===== src/rtl/w_rom_fetch_ctrl.sv =====
// Weight-ROM read sequencer: one-time burn-in handshake, then a contiguous read run under consumer flow control.
// Optional burn-in timeout (sticky err) is enabled by defining WROM_FETCH_TIMEOUT_EN.
module w_rom_fetch_ctrl #(
    parameter int DATA_DEPTH   = 512,
    parameter int READ_LATENCY = 1,
    parameter int BURN_TIMEOUT = 4096,
    localparam int ADDR_WIDTH  = $clog2(DATA_DEPTH)
) (
    input  logic                  clk,
    input  logic                  rst_b,
    input  logic                  start,
    input  logic [ADDR_WIDTH-1:0] base_addr,
    input  logic [ADDR_WIDTH:0]   num_words,
    input  logic                  ready,
    input  logic                  burned,
    output logic                  burn_in_en,
    output logic [ADDR_WIDTH-1:0] addr_out,
    output logic                  r_en,
    output logic                  valid_out,
    output logic                  last_out,
    output logic                  busy,
    output logic                  done,
    output logic                  err
);

    typedef enum logic [2:0] {S_IDLE, S_BURN, S_FETCH, S_DRAIN, S_DONE} state_t;

    localparam logic [ADDR_WIDTH:0]     REM_ONE   = (ADDR_WIDTH+1)'(1);
    localparam logic [ADDR_WIDTH-1:0]   ADDR_LAST = ADDR_WIDTH'(DATA_DEPTH - 1);
    // Stages still in flight after this cycle; the output stage itself is excluded.
    localparam logic [READ_LATENCY-1:0] PEND_MASK = READ_LATENCY'((1 << (READ_LATENCY - 1)) - 1);

    state_t                  state_q, state_d;
    logic [ADDR_WIDTH-1:0]   addr_q, addr_d;
    logic [ADDR_WIDTH:0]     rem_q, rem_d;
    logic                    seen_q, seen_d;
    logic                    burn_en_q;
    logic [READ_LATENCY-1:0] vld_sr_q, vld_sr_d;
    logic [READ_LATENCY-1:0] last_sr_q, last_sr_d;
    logic                    last_issue;
    logic                    timeout;

`ifdef WROM_FETCH_TIMEOUT_EN
    localparam int CNT_W = $clog2(BURN_TIMEOUT + 1);

    logic [CNT_W-1:0] cnt_q;
    logic             err_q;

    assign timeout = (state_q == S_BURN) && !burned && (cnt_q == CNT_W'(BURN_TIMEOUT - 1));
    assign err     = err_q;

    always_ff @(posedge clk or negedge rst_b) begin
        if (!rst_b) begin
            cnt_q <= '0;
            err_q <= 1'b0;
        end else begin
            cnt_q <= (state_q == S_BURN) ? cnt_q + 1'b1 : '0;
            if (timeout) err_q <= 1'b1;
        end
    end
`else
    assign timeout = 1'b0;
    assign err     = 1'b0;
`endif

    assign r_en       = (state_q == S_FETCH) && ready;
    assign last_issue = r_en && (rem_q == REM_ONE);
    assign vld_sr_d   = (vld_sr_q << 1) | READ_LATENCY'(r_en);
    assign last_sr_d  = (last_sr_q << 1) | READ_LATENCY'(last_issue);

    always_comb begin
        state_d = state_q;
        addr_d  = addr_q;
        rem_d   = rem_q;
        seen_d  = seen_q | burned;
        case (state_q)
            S_IDLE: begin
                if (start) begin
                    addr_d = base_addr;
                    rem_d  = num_words;
                    if (!(burned || seen_q))  state_d = S_BURN;
                    else if (num_words == '0) state_d = S_DONE;
                    else                      state_d = S_FETCH;
                end
            end
            S_BURN: begin
                if (burned)       state_d = (rem_q == '0) ? S_DONE : S_FETCH;
                else if (timeout) state_d = S_DONE;
            end
            S_FETCH: begin
                if (ready) begin
                    // Depth need not be a power of two, so wrap by explicit compare.
                    addr_d = (addr_q == ADDR_LAST) ? '0 : addr_q + 1'b1;
                    rem_d  = rem_q - 1'b1;
                    if (rem_q == REM_ONE) state_d = S_DRAIN;
                end
            end
            S_DRAIN: begin
                if ((vld_sr_q & PEND_MASK) == '0) state_d = S_DONE;
            end
            S_DONE:  state_d = S_IDLE;
            default: state_d = S_IDLE;
        endcase
    end

    always_ff @(posedge clk or negedge rst_b) begin
        if (!rst_b) begin
            state_q   <= S_IDLE;
            addr_q    <= '0;
            rem_q     <= '0;
            seen_q    <= 1'b0;
            burn_en_q <= 1'b0;
            vld_sr_q  <= '0;
            last_sr_q <= '0;
        end else begin
            state_q   <= state_d;
            addr_q    <= addr_d;
            rem_q     <= rem_d;
            seen_q    <= seen_d;
            burn_en_q <= (state_d == S_BURN);
            vld_sr_q  <= vld_sr_d;
            last_sr_q <= last_sr_d;
        end
    end

    assign burn_in_en = burn_en_q;
    assign addr_out   = addr_q;
    assign valid_out  = vld_sr_q[READ_LATENCY-1];
    assign last_out   = last_sr_q[READ_LATENCY-1];
    assign busy       = (state_q != S_IDLE);
    assign done       = (state_q == S_DONE);

endmodule

===== config.mk =====
export PLATFORM = sky130hd
export DESIGN_NAME = w_rom_fetch_ctrl
export DESIGN_NICKNAME = d
export VERILOG_FILES = /design/src/rtl/w_rom_fetch_ctrl.sv
export SDC_FILE = /design/constraint.sdc
export NUM_CORES = 1
export LEC_CHECK = 0
export ABC_AREA = 0
export CORE_ASPECT_RATIO = 1.75
export CORE_MARGIN = 2
export CORE_UTILIZATION = 45
export DETAILED_ROUTE_END_ITERATION = 8
export GPL_TIMING_DRIVEN = 0
export PLACE_DENSITY = 0.81
export SETUP_SLACK_MARGIN = 0.05
export SLEW_MARGIN = 20
export SYNTH_ARGS = -nofsm -noshare
export SYNTH_HDL_FRONTEND = slang
export SYNTH_SLANG_ARGS = --single-unit

===== constraint.sdc =====
create_clock -name clk -period 4.4 [get_ports clk]
set_input_delay 1.1 -clock clk [delete_from_list [all_inputs] [get_ports clk]]
set_output_delay 1.1 -clock clk [all_outputs]
set_load 0.01 [all_outputs]

* Yosys cells after proc, flatten, opt, wreduce, memory -nomap -nowiden
Cells that the tools add are included.
Cells by class: $add $sub $neg 2, multiply operators 0, div/mod/pow operators 0, $lt $le $gt $ge 0, eq/ne operators 9, shifts and indexed selects 0, mux-type cells 15, bitwise logic cells 1, reduce and logical (&&, ||, !) cells 9
Operator list (count):
- 9-bit two-way mux | 3
- 3-bit two-way mux | 7
- 10-bit zero test | 2
- 10-bit two-way mux | 2
- 10-bit one-hot mux with 2 select lines | 1
- 9-bit one-hot mux with 2 select lines | 1
- 3-bit one-hot mux with 4 select lines | 1
- 10-bit by 1-bit equality test with 1-bit output, second input constant | 1
- 10-bit by 1-bit subtractor with 10-bit output, second input constant | 1
- 9-bit by 1-bit adder with 9-bit output, second input constant | 1
- 9-bit equality test, second input constant | 1
- 3-bit by 1-bit equality test with 1-bit output, second input constant | 2
- 3-bit by 2-bit equality test with 1-bit output, second input constant | 2
- 2-bit != test, second input constant | 2
- 3-bit equality test, second input constant | 1
- 3-bit zero test | 1
- 3-bit AND reduction | 1
- 3-bit nonzero test | 1
- 1-bit logical AND | 2
- 2-bit nonzero test | 1
- 1-bit logical OR | 1
- 1-bit OR | 1
Storage, ports and cells: register bits after elaboration 26, bits in latches 0, memory bits (writable) 0, memory bits (read-only) 0, memories kept 0

* Logic depth before layout (Yosys ltp)
Gate-level depths: netlist of the first run.
depth in word-level cells 6, depth in mapped cells 10, mapped depth without buffers 9

* Worst setup path after synthesis of the first run
OpenSTA, ideal clock, no wires.
path kind reg-to-reg, start register addr_q[0], in the netlist addr_out[0], end register addr_q[7], in the netlist addr_out[7], arrival 2.319 ns, setup slack 2.004 ns, cell stages (with the launch flop) 11, period minus slack after synthesis 2.396 ns, cell sequence dfrtp_1 -> ha_1 -> and3_1 -> and3_1 -> and3_1 -> ha_1 -> or4b_4 -> buf_6 -> nor4_4 -> a21oi_1 -> o2bb2ai_1
Between the ends: longest elaborated chain between the ends 4
RTL lines:
- start: declaration | line 34 | logic [ADDR_WIDTH-1:0] addr_q, addr_d;
- start signal: assignment | line 117 | addr_q <= addr_d;
- 9-bit by 1-bit adder with 9-bit output / 9-bit equality test (equally long branches) | line 93 | addr_d = (addr_q == ADDR_LAST) ? '0 : addr_q + 1'b1;
- 9-bit two-way mux * | line 93
- 9-bit two-way mux * | line 91 | if (ready) begin
- 9-bit one-hot mux with 2 select lines * | line 76 | case (state_q)
Mark *: on every way between the ends. The rest lies on a longest branch, timed or not. The select of a mux whose other input is x is not followed. A chain may end at the register's enable or synchronous reset.

* Final worst setup path of the first run
start input port ready, end output port r_en
Between the ends: longest elaborated chain between the ends 1
RTL lines:
- start: declaration | line 14 | input logic ready,
- 1-bit logical AND | line 66 | assign r_en = (state_q == S_FETCH) && ready;
- end: declaration | line 18 | output logic r_en,
Every way passes these cells.

==> results.py, run 1 <==
metrics = {
    "routing": {
        "via_per_inst": 5.68,
        "drcViolationCount": 0,
        "postRouteWirelength_mm": 4.09,
        "dr.pass1.iters": 4,
        "drtAntennaViolNets": 0,
        "num_vias": 1511,
        "wl_per_cell_um": 15.4,
        "first_iter_violations": 52,
    },
    "cts": {
        "insertion_delay_ns": 0.27,
        "clk_pin_slew_ns": 0.08,
        "post_cts_resized": 0,
        "cts_tree": "done",
        "cts_made_buffers": 3,
        "cts_buffer_depth": 2,
        "postCtsHoldBufs": 0,
        "cts.sinks": 26,
        "cts_setup_buffers": 0,
        "cts-root-buf": "clkbuf_8",
        "htreeDepth": 1,
    },
    "timing": {
        "worst_pin_slew_ns": 0.640,
        "clock_skew_ns": 0.00800,
        "max-slew-margin-rel_pct": 57.3,
        "fin_tns_setup_ns": 0,
        "rsz0062_at_grt": "no",
        "hold_viol": 0,
        "setup_ws_ns": 0.936,
        "min_period_ns": 3.46,
        "finalMaxSlewViolations": 0,
        "fin_crit_sh_pct": 78.7,
        "fmax_mhz": 289,
        "finalSetupViolCount": 0,
    },
    "global_routing": {
        "grt.overflow.total": 0,
        "grt_util_all_layers_pct": 20.9,
        "grt_pass1_wl_mm": 6.47,
        "antenna_found_initial": 0,
        "grt_start_max_net_pins": 27,
        "first_global_vias": 1405,
    },
    "cells_and_area": {
        "syn2layout_area_growth_pct": 30.8,
        "drive_gt1_share_pct": 10.4,
        "layout_commonest_cell": "clkdlybuf4s50_1",
        "final_nets": 251,
        "final-seq-area_um2": 651,
        "final_cells": 266,
        "multi_input_area_um2": 832,
        "antennaDiodeCount": 0,
        "fillers": 339,
        "final_cell_mix": "clkdlybuf4s50_1, dfrtp_1, o21ai_0",
    },
    "floorplanning": {
        "die_y_um": 82.4,
        "core_area_um2": 3360,
        "num_io_pins": 40,
        "fp.dieW_um": 48.8,
        "fp-row-count": 28,
        "die_area_um2": 4020,
        "start_util_pct": 46.9,
    },
    "run_status": {
        "status": "finished clean",
    },
    "worst_setup_path": {
        "critical_path_required_ns": 3.30,
        "path_class": "in2out",
        "crit_path_top_delay_cell": "clkdlybuf4s50_1",
        "path_cells": "clkdlybuf4s50_1 > and2_1 > clkdlybuf4s50_1",
        "cpPeakStageDelay_ns": 0.56,
        "critPathMaxFanout": 3,
        "crit_arrival_ns": 2.36,
        "start_kind": "primary input",
        "cp-end-kind": "output port",
        "path_common_cell": "clkdlybuf4s50_1",
    },
    "placement": {
        "preCtsSetupSlack_ns": 0.974,
        "io_buffers": 38,
        "post-place-cells": 262,
        "gp_congestion": 0.874,
        "dp_hpwl_mm": 3.06,
    },
    "power_and_ir_drop": {
        "power_density_nw_per_um2": 607,
        "leakage_nw": 0.824,
        "finalPower_mw": 1.25,
        "ir_drop_uv": 333,
    },
    "synthesis": {
        "ys_ff_latch": 26,
        "avgSynthCellArea_um2": 8.82,
        "synth_edf_count": 0,
        "synth_cell_type_count": 44,
        "ys_seq_area_share_pct": 41.2,
        "syn_nets": 208,
        "netlist_instances": 179,
        "synth_flop_cell": "dfrtp_1",
        "synth.yosys.warnings": 0,
        "synth.cell_area_um2": 1580,
        "synthArstFlopShare_pct": 100,
    },
    "run": {
        "maxCapViolCount": 0,
    },
    "worst_hold_path": {
        "holdCritPathClass": "reg2reg",
    },
}
state kept, by name (all words and copies together), names as in the netlist:
register	flops
rem_q	10
addr_out	9
seen_q	1
last_out	1
valid_out	1
burn_in_en	1
state_q	3
worst paths after layout:
kind / from / to / slack (ns) / cells past startpoint
setup / recovery: ready / r_en / 0.94 / 3
hold / removal: seen_q / seen_q / 0.50 / 2
setup reg to reg: addr_out[0] / addr_out[7] / 1.82 / 10
hold reg to reg: seen_q / seen_q / 0.50 / 2
max in group asynchronous: rst_b / rem_q[2] / 3.18 / 1
min in group asynchronous: rst_b / rem_q[3] / 0.83 / 1
metrics by stage:
stage,instance area [um^2],utilization (%),hold slack (ns)
2_1_floorplan,1580,-,0.451
3_3_place_gp,2020,59.9,0.478
3_5_place_dp,2010,59.8,0.484
4_1_cts,2070,61.4,0.508
5_1_grt,2070,61.4,0.531
6_report,2070,61.4,0.505
worst max-delay path, delay by kind of cell:
family | cells | cell delay (ns)
buf+inv | 2 | 1.05
simple gates | 1 | 0.21
Yosys cell counts (2+ instances only):
cell type / number / area [um^2]
nor2_1: 19 / 71.3
nand3_1: 4 / 20.0
o2bb2ai_1: 4 / 35.0
inv_1: 3 / 11.3
a21oi_1: 17 / 85.1
a31oi_1: 2 / 12.5
nor3b_1: 6 / 45.0
clkbuf_1: 2 / 7.51
o32ai_1: 2 / 17.5
o211ai_1: 2 / 15.0
and3_1: 4 / 25.0
nor3_1: 5 / 25.0
a22oi_1: 2 / 15.0
ha_1: 5 / 62.6
buf_6: 2 / 22.5
buf_4: 2 / 15.0
or3_1: 3 / 18.8
nor4_1: 5 / 31.3
dfrtp_1: 26 / 651
o21ai_0: 22 / 110
nand2_1: 12 / 45.0
o21ai_1: 2 / 10.0
buf_2: 7 / 35.0
routing by layer:
| metal | GRT usage (%) | share of wire (%) | vias to the layer above | wire (um) |
|---|---|---|---|---|
| li1 | - | - | 741 | - |
| met1 | 22.4 | 38 | 714 | 1560 |
| met2 | 40.5 | 56 | 48 | 2290 |
| met3 | 1.26 | 3.7 | 8 | 151 |
| met4 | 12.0 | 2.0 | 0 | 81 |
| met5 | 0 | 0 | - | 0 |
final cells by class:
type,count,area share (%)
well taps,45,2.73
clock buffers,4,2.67
inverters,3,0.545
multi-input cells,136,40.3
plain buffers,14,4.12
flip-flops and latches,26,31.5
repair buffers,38,18.2
logic make-up (layout without fill, tap and decap cells):
logic type	after synthesis	in the layout	share of synthesized area, %
compound gates	59	59	22.4
fa+ha+maj	5	5	3.96
buf+inv	17	59	6.10
flops	26	26	41.2
mux	1	1	0.634
other cells	1	1	0.237
simple gates	70	70	25.4
power by group:
group	total, mW	internal, mW	switching, mW	leakage [nW]
clock	0.153	0.0799	0.0729	0.0288
combinational	0.669	0.317	0.352	0.482
sequential	0.432	0.330	0.102	0.313
Power figures use the tool's default switching activity.
==> inputs of run 2 (changes only) <==
--- a/config.mk
+++ b/config.mk
@@ -8,10 +8,10 @@
 export ABC_AREA = 0
 export CORE_ASPECT_RATIO = 1.75
 export CORE_MARGIN = 2
-export CORE_UTILIZATION = 45
+export CORE_UTILIZATION = 44
 export DETAILED_ROUTE_END_ITERATION = 8
 export GPL_TIMING_DRIVEN = 0
-export PLACE_DENSITY = 0.81
+export PLACE_DENSITY = 0.83
 export SETUP_SLACK_MARGIN = 0.05
 export SLEW_MARGIN = 20
 export SYNTH_ARGS = -nofsm -noshare
==> constraint.sdc (replaced) <==
create_clock -name clk -period 3.1 [get_ports clk]
set_input_delay 0.775 -clock clk [delete_from_list [all_inputs] [get_ports clk]]
set_output_delay 0.775 -clock clk [all_outputs]
set_load 0.01 [all_outputs]
==> results.py, run 2 (synthesis results as in run 1) <==
metrics = {
    "cells_and_area": {
        "layout_commonest_cell": "clkdlybuf4s50_1",
        "post-route-util_pct": 60.9,
        "largest_reg_flops": 10,
        "final_nets": 251,
        "multi_input_area_um2": 837,
        "antennaDiodeCount": 0,
        "drive_gt1_share_pct": 10.9,
        "final_cell_mix": "clkdlybuf4s50_1, dfrtp_1, o21ai_0",
        "syn2layout_area_growth_pct": 31.1,
        "fillers": 330,
        "final-seq-area_um2": 651,
        "regMostFlops": "rem_q",
    },
    "power_and_ir_drop": {
        "power_density_nw_per_um2": 862,
        "ir_drop_uv": 454,
        "leakage_nw": 0.827,
    },
    "global_routing": {
        "antenna_found_initial": 0,
        "first_global_vias": 1505,
        "grt.overflow.total": 0,
        "grt_util_all_layers_pct": 21.4,
        "grt_pass1_wl_mm": 6.90,
        "grt_start_max_net_pins": 27,
    },
    "placement": {
        "gp_congestion": 0.850,
        "io_buffers": 38,
        "dp_hpwl_mm": 2.97,
    },
    "floorplanning": {
        "core_area_um2": 3400,
        "die_y_um": 83.2,
        "start_util_pct": 46.5,
        "die_area_um2": 4100,
        "fp.dieW_um": 49.3,
        "fp-row-count": 28,
        "num_io_pins": 40,
    },
    "routing": {
        "drcViolationCount": 0,
        "wl_per_cell_um": 15.2,
        "first_iter_violations": 46,
        "num_vias": 1537,
        "drtAntennaViolNets": 0,
        "dr.pass1.iters": 4,
        "via_per_inst": 5.78,
        "postRouteWirelength_mm": 4.04,
    },
    "worst_setup_path": {
        "worstRegToRegCells": 10,
        "start_kind": "primary input",
        "worstReg2RegEnd": "addr_out[7]",
        "critPathMaxFanout": 3,
        "rrSetupSlack_ns": 0.54,
        "crit_arrival_ns": 2.02,
        "critical_path_required_ns": 2.32,
        "path_class": "in2out",
        "cp-end-kind": "output port",
        "r2r_start": "addr_out[0]",
    },
    "run": {
        "maxCapViolCount": 0,
    },
    "cts": {
        "cts.sinks": 26,
        "insertion_delay_ns": 0.28,
        "cts_buffer_depth": 2,
        "cts_made_buffers": 3,
        "cts-root-buf": "clkbuf_8",
        "cts_tree": "done",
        "htreeDepth": 1,
        "clk_pin_slew_ns": 0.09,
        "postCtsHoldBufs": 0,
    },
    "timing": {
        "rsz0062_at_grt": "no",
        "min_period_ns": 2.79,
        "finalMaxSlewViolations": 0,
        "fin_tns_setup_ns": 0,
        "finalSetupViolCount": 0,
        "hold_viol": 0,
        "hold_slack_ns": 0.495,
        "fin_crit_sh_pct": 90.1,
        "clock_skew_ns": 0.00500,
        "max-slew-margin-rel_pct": 60.2,
        "fmax_mhz": 358,
        "worst_pin_slew_ns": 0.597,
    },
    "worst_hold_path": {
        "holdCritPathClass": "in2async",
    },
    "run_status": {
        "status": "finished clean",
    },
}
[run 2: cell types whose count changed in the layout (fill, tap and decap cells not counted)]
| cell | change |
|---|---|
| nor3b_2 | +1 |
| nor3b_1 | -1 |
[run 2: cell type report]
type,instances,area share (%)
Inverter,3,0.544
Clock buffer,4,2.66
Timing Repair Buffer,38,18.1
Sequential cell,26,31.4
Multi-Input combinational cell,136,40.4
Buffer,14,4.11
Tap cell,45,2.72
[run 2: where the power goes]
| group | switching, mW | total (mW) | leakage (nW) | internal, mW |
|---|---|---|---|---|
| logic | 0.495 | 0.945 | 0.485 | 0.450 |
| clock network | 0.110 | 0.224 | 0.0288 | 0.114 |
| registers | 0.148 | 0.616 | 0.313 | 0.468 |
[run 2: routing by layer]
layer  GRT usage (%)  wire [um]  vias up
met5               0          0        -
met4            10.1         96        0
met3            3.06        197        9
met2            37.8       2110       55
met1            24.5       1640      731
li1                -          -      742
[run 2: metrics by stage]
step           area, um^2  cells  power (mW)  setup slack (ns)
2_1_floorplan        1580    179        1.21             0.704
3_3_place_gp         2020    262        1.53             0.303
3_5_place_dp         2010    262        1.56             0.313
4_1_cts              2070    266        1.78             0.160
5_1_grt              2070    266        1.93             0.275
6_report             2070    266        1.78             0.306
[run 2: repair_timing]
item,CTS,global route
endpoints found under the setup margin,0,1
resized for setup,0,1
hold endpoints to repair,0,0
buffers inserted,0,0
[run 2: critical path, stage by stage]
cell and delay, ns:
clkdlybuf4s50_1 0.48, and2_1 0.20, clkdlybuf4s50_1 0.56
[run 2: worst max path at each step]
stage | from | end | slack (ns) | depth (start not counted)
floorplan | addr_out[0] | addr_out[7] | 0.70 | 10
global placement | ready | r_en | 0.30 | 3
CTS | state_q[0] | r_en | 0.16 | 4
detailed placement | ready | r_en | 0.31 | 3
finish | ready | r_en | 0.31 | 3
global route | state_q[0] | r_en | 0.28 | 4
==> inputs of run 3 (changes only) <==
--- a/config.mk
+++ b/config.mk
@@ -8,10 +8,10 @@
 export ABC_AREA = 0
 export CORE_ASPECT_RATIO = 1.75
 export CORE_MARGIN = 2
-export CORE_UTILIZATION = 44
+export CORE_UTILIZATION = 35
 export DETAILED_ROUTE_END_ITERATION = 8
 export GPL_TIMING_DRIVEN = 0
-export PLACE_DENSITY = 0.83
+export PLACE_DENSITY = 0.7
 export SETUP_SLACK_MARGIN = 0.05
 export SLEW_MARGIN = 20
 export SYNTH_ARGS = -nofsm -noshare
==> results.py, run 3 (synthesis results as in run 1) <==
metrics = {
    "cells_and_area": {
        "syn2layout_area_growth_pct": 32.6,
        "layout_commonest_cell": "clkdlybuf4s50_1",
        "final-seq-area_um2": 651,
        "largest_reg_flops": 10,
        "multi_input_area_um2": 837,
        "antennaDiodeCount": 0,
        "final_nets": 251,
        "post-route-util_pct": 48.0,
        "drive_gt1_share_pct": 10.9,
        "final_cell_mix": "clkdlybuf4s50_1, dfrtp_1, o21ai_0",
        "fillers": 443,
        "regMostFlops": "rem_q",
    },
    "worst_setup_path": {
        "cp-end-kind": "output port",
        "crit_arrival_ns": 2.01,
        "path_class": "in2out",
        "critPathMaxFanout": 3,
        "start_kind": "primary input",
        "critical_path_required_ns": 2.32,
    },
    "placement": {
        "io_buffers": 38,
        "gp_congestion": 0.858,
        "preCtsSetupSlack_ns": 0.302,
        "dp_hpwl_mm": 3.14,
    },
    "routing": {
        "num_vias": 1524,
        "via_per_inst": 5.60,
        "drtAntennaViolNets": 0,
        "wl_per_cell_um": 15.7,
        "dr.pass1.iters": 4,
        "postRouteWirelength_mm": 4.27,
        "drcViolationCount": 0,
        "first_iter_violations": 53,
    },
    "floorplanning": {
        "start_util_pct": 36.2,
        "fp.dieW_um": 54.8,
        "die_y_um": 92.9,
        "fp-row-count": 32,
        "core_area_um2": 4360,
        "die_area_um2": 5090,
        "num_io_pins": 40,
    },
    "global_routing": {
        "first_global_vias": 1502,
        "grt_util_all_layers_pct": 18.6,
        "antenna_found_initial": 0,
        "grt_start_max_net_pins": 27,
        "grt_pass1_wl_mm": 7.09,
        "grt.overflow.total": 0,
    },
    "timing": {
        "finalMaxSlewViolations": 0,
        "setup_ws_ns": 0.317,
        "fmax_mhz": 359,
        "min_period_ns": 2.78,
        "worst_pin_slew_ns": 0.621,
        "hold_viol": 0,
        "fin_tns_setup_ns": 0,
        "clock_skew_ns": 0.00781,
        "rsz0062_at_grt": "no",
        "max-slew-margin-rel_pct": 58.6,
        "fin_crit_sh_pct": 89.8,
        "finalSetupViolCount": 0,
        "hold_slack_ns": 0.498,
    },
    "cts": {
        "cts_made_buffers": 3,
        "cts_buffer_depth": 2,
        "post_cts_resized": 0,
        "cts_tree": "done",
        "cts-root-buf": "clkbuf_8",
        "cts_setup_buffers": 0,
        "postCtsHoldBufs": 0,
        "insertion_delay_ns": 0.28,
        "cts.sinks": 26,
        "clk_pin_slew_ns": 0.10,
        "htreeDepth": 1,
    },
    "run_status": {
        "status": "finished clean",
    },
    "power_and_ir_drop": {
        "leakage_nw": 0.834,
        "power_density_nw_per_um2": 882,
        "ir_drop_uv": 428,
    },
    "worst_hold_path": {
        "holdCritPathClass": "in2async",
    },
    "run": {
        "maxCapViolCount": 0,
    },
}
[run 3: changes by cell type in the layout (fill, tap and decap cells not counted)]
cell / change
bufinv_16: +1
clkbuf_8: -1
[run 3: path summary, 6_finish.rpt]
| path | to | cells after the start | slack (ns) | from |
|---|---|---|---|---|
| worst min register to register | seen_q | 2 | 0.51 | seen_q |
| worst max register to register | addr_out[3] | 10 | 0.51 | addr_out[0] |
| worst min-delay path | rem_q[2] | 1 | 0.50 | rst_b |
| max in group asynchronous | addr_out[2] | 1 | 2.19 | rst_b |
| worst max-delay path | r_en | 3 | 0.32 | ready |
| min in group clk | seen_q | 2 | 0.51 | seen_q |
[run 3: layout make-up]
cell class / count / share of cell area [%]
plain buffers: 14 / 4.06
multi-input cells: 136 / 40.0
well taps: 51 / 3.05
flip-flops and latches: 26 / 31.1
clock inverters: 1 / 1.43
inverters: 3 / 0.538
clock buffers: 3 / 1.97
repair buffers: 38 / 17.9
[run 3: power breakdown]
| group | leakage (nW) | internal, mW | switching, mW | total [mW] |
|---|---|---|---|---|
| Clock | 0.0357 | 0.173 | 0.117 | 0.290 |
| Combinational | 0.485 | 0.451 | 0.495 | 0.946 |
| Sequential | 0.313 | 0.468 | 0.144 | 0.612 |
[run 3: worst max-delay path, stage by stage]
cell and delay (ns):
clkdlybuf4s50_1 0.49, and2_1 0.19, clkdlybuf4s50_1 0.55
[run 3: per-layer routing]
layer | global-route usage, % | vias to the layer above | share of wire, %
li1 | - | 746 | -
met1 | 22.1 | 721 | 40
met2 | 32.6 | 50 | 54
met3 | 1.29 | 7 | 3.8
met4 | 7.50 | 0 | 2.2
met5 | 0 | - | 0
[run 3: per-stage QoR]
| stage | power (mW) | area [um^2] | instances |
|---|---|---|---|
| finish | 1.85 | 2090 | 272 |
| global route | 2.01 | 2090 | 272 |
| CTS | 1.86 | 2090 | 272 |
| detailed placement | 1.57 | 2020 | 268 |
| global placement | 1.54 | 2020 | 268 |
| floorplan | 1.21 | 1580 | 179 |
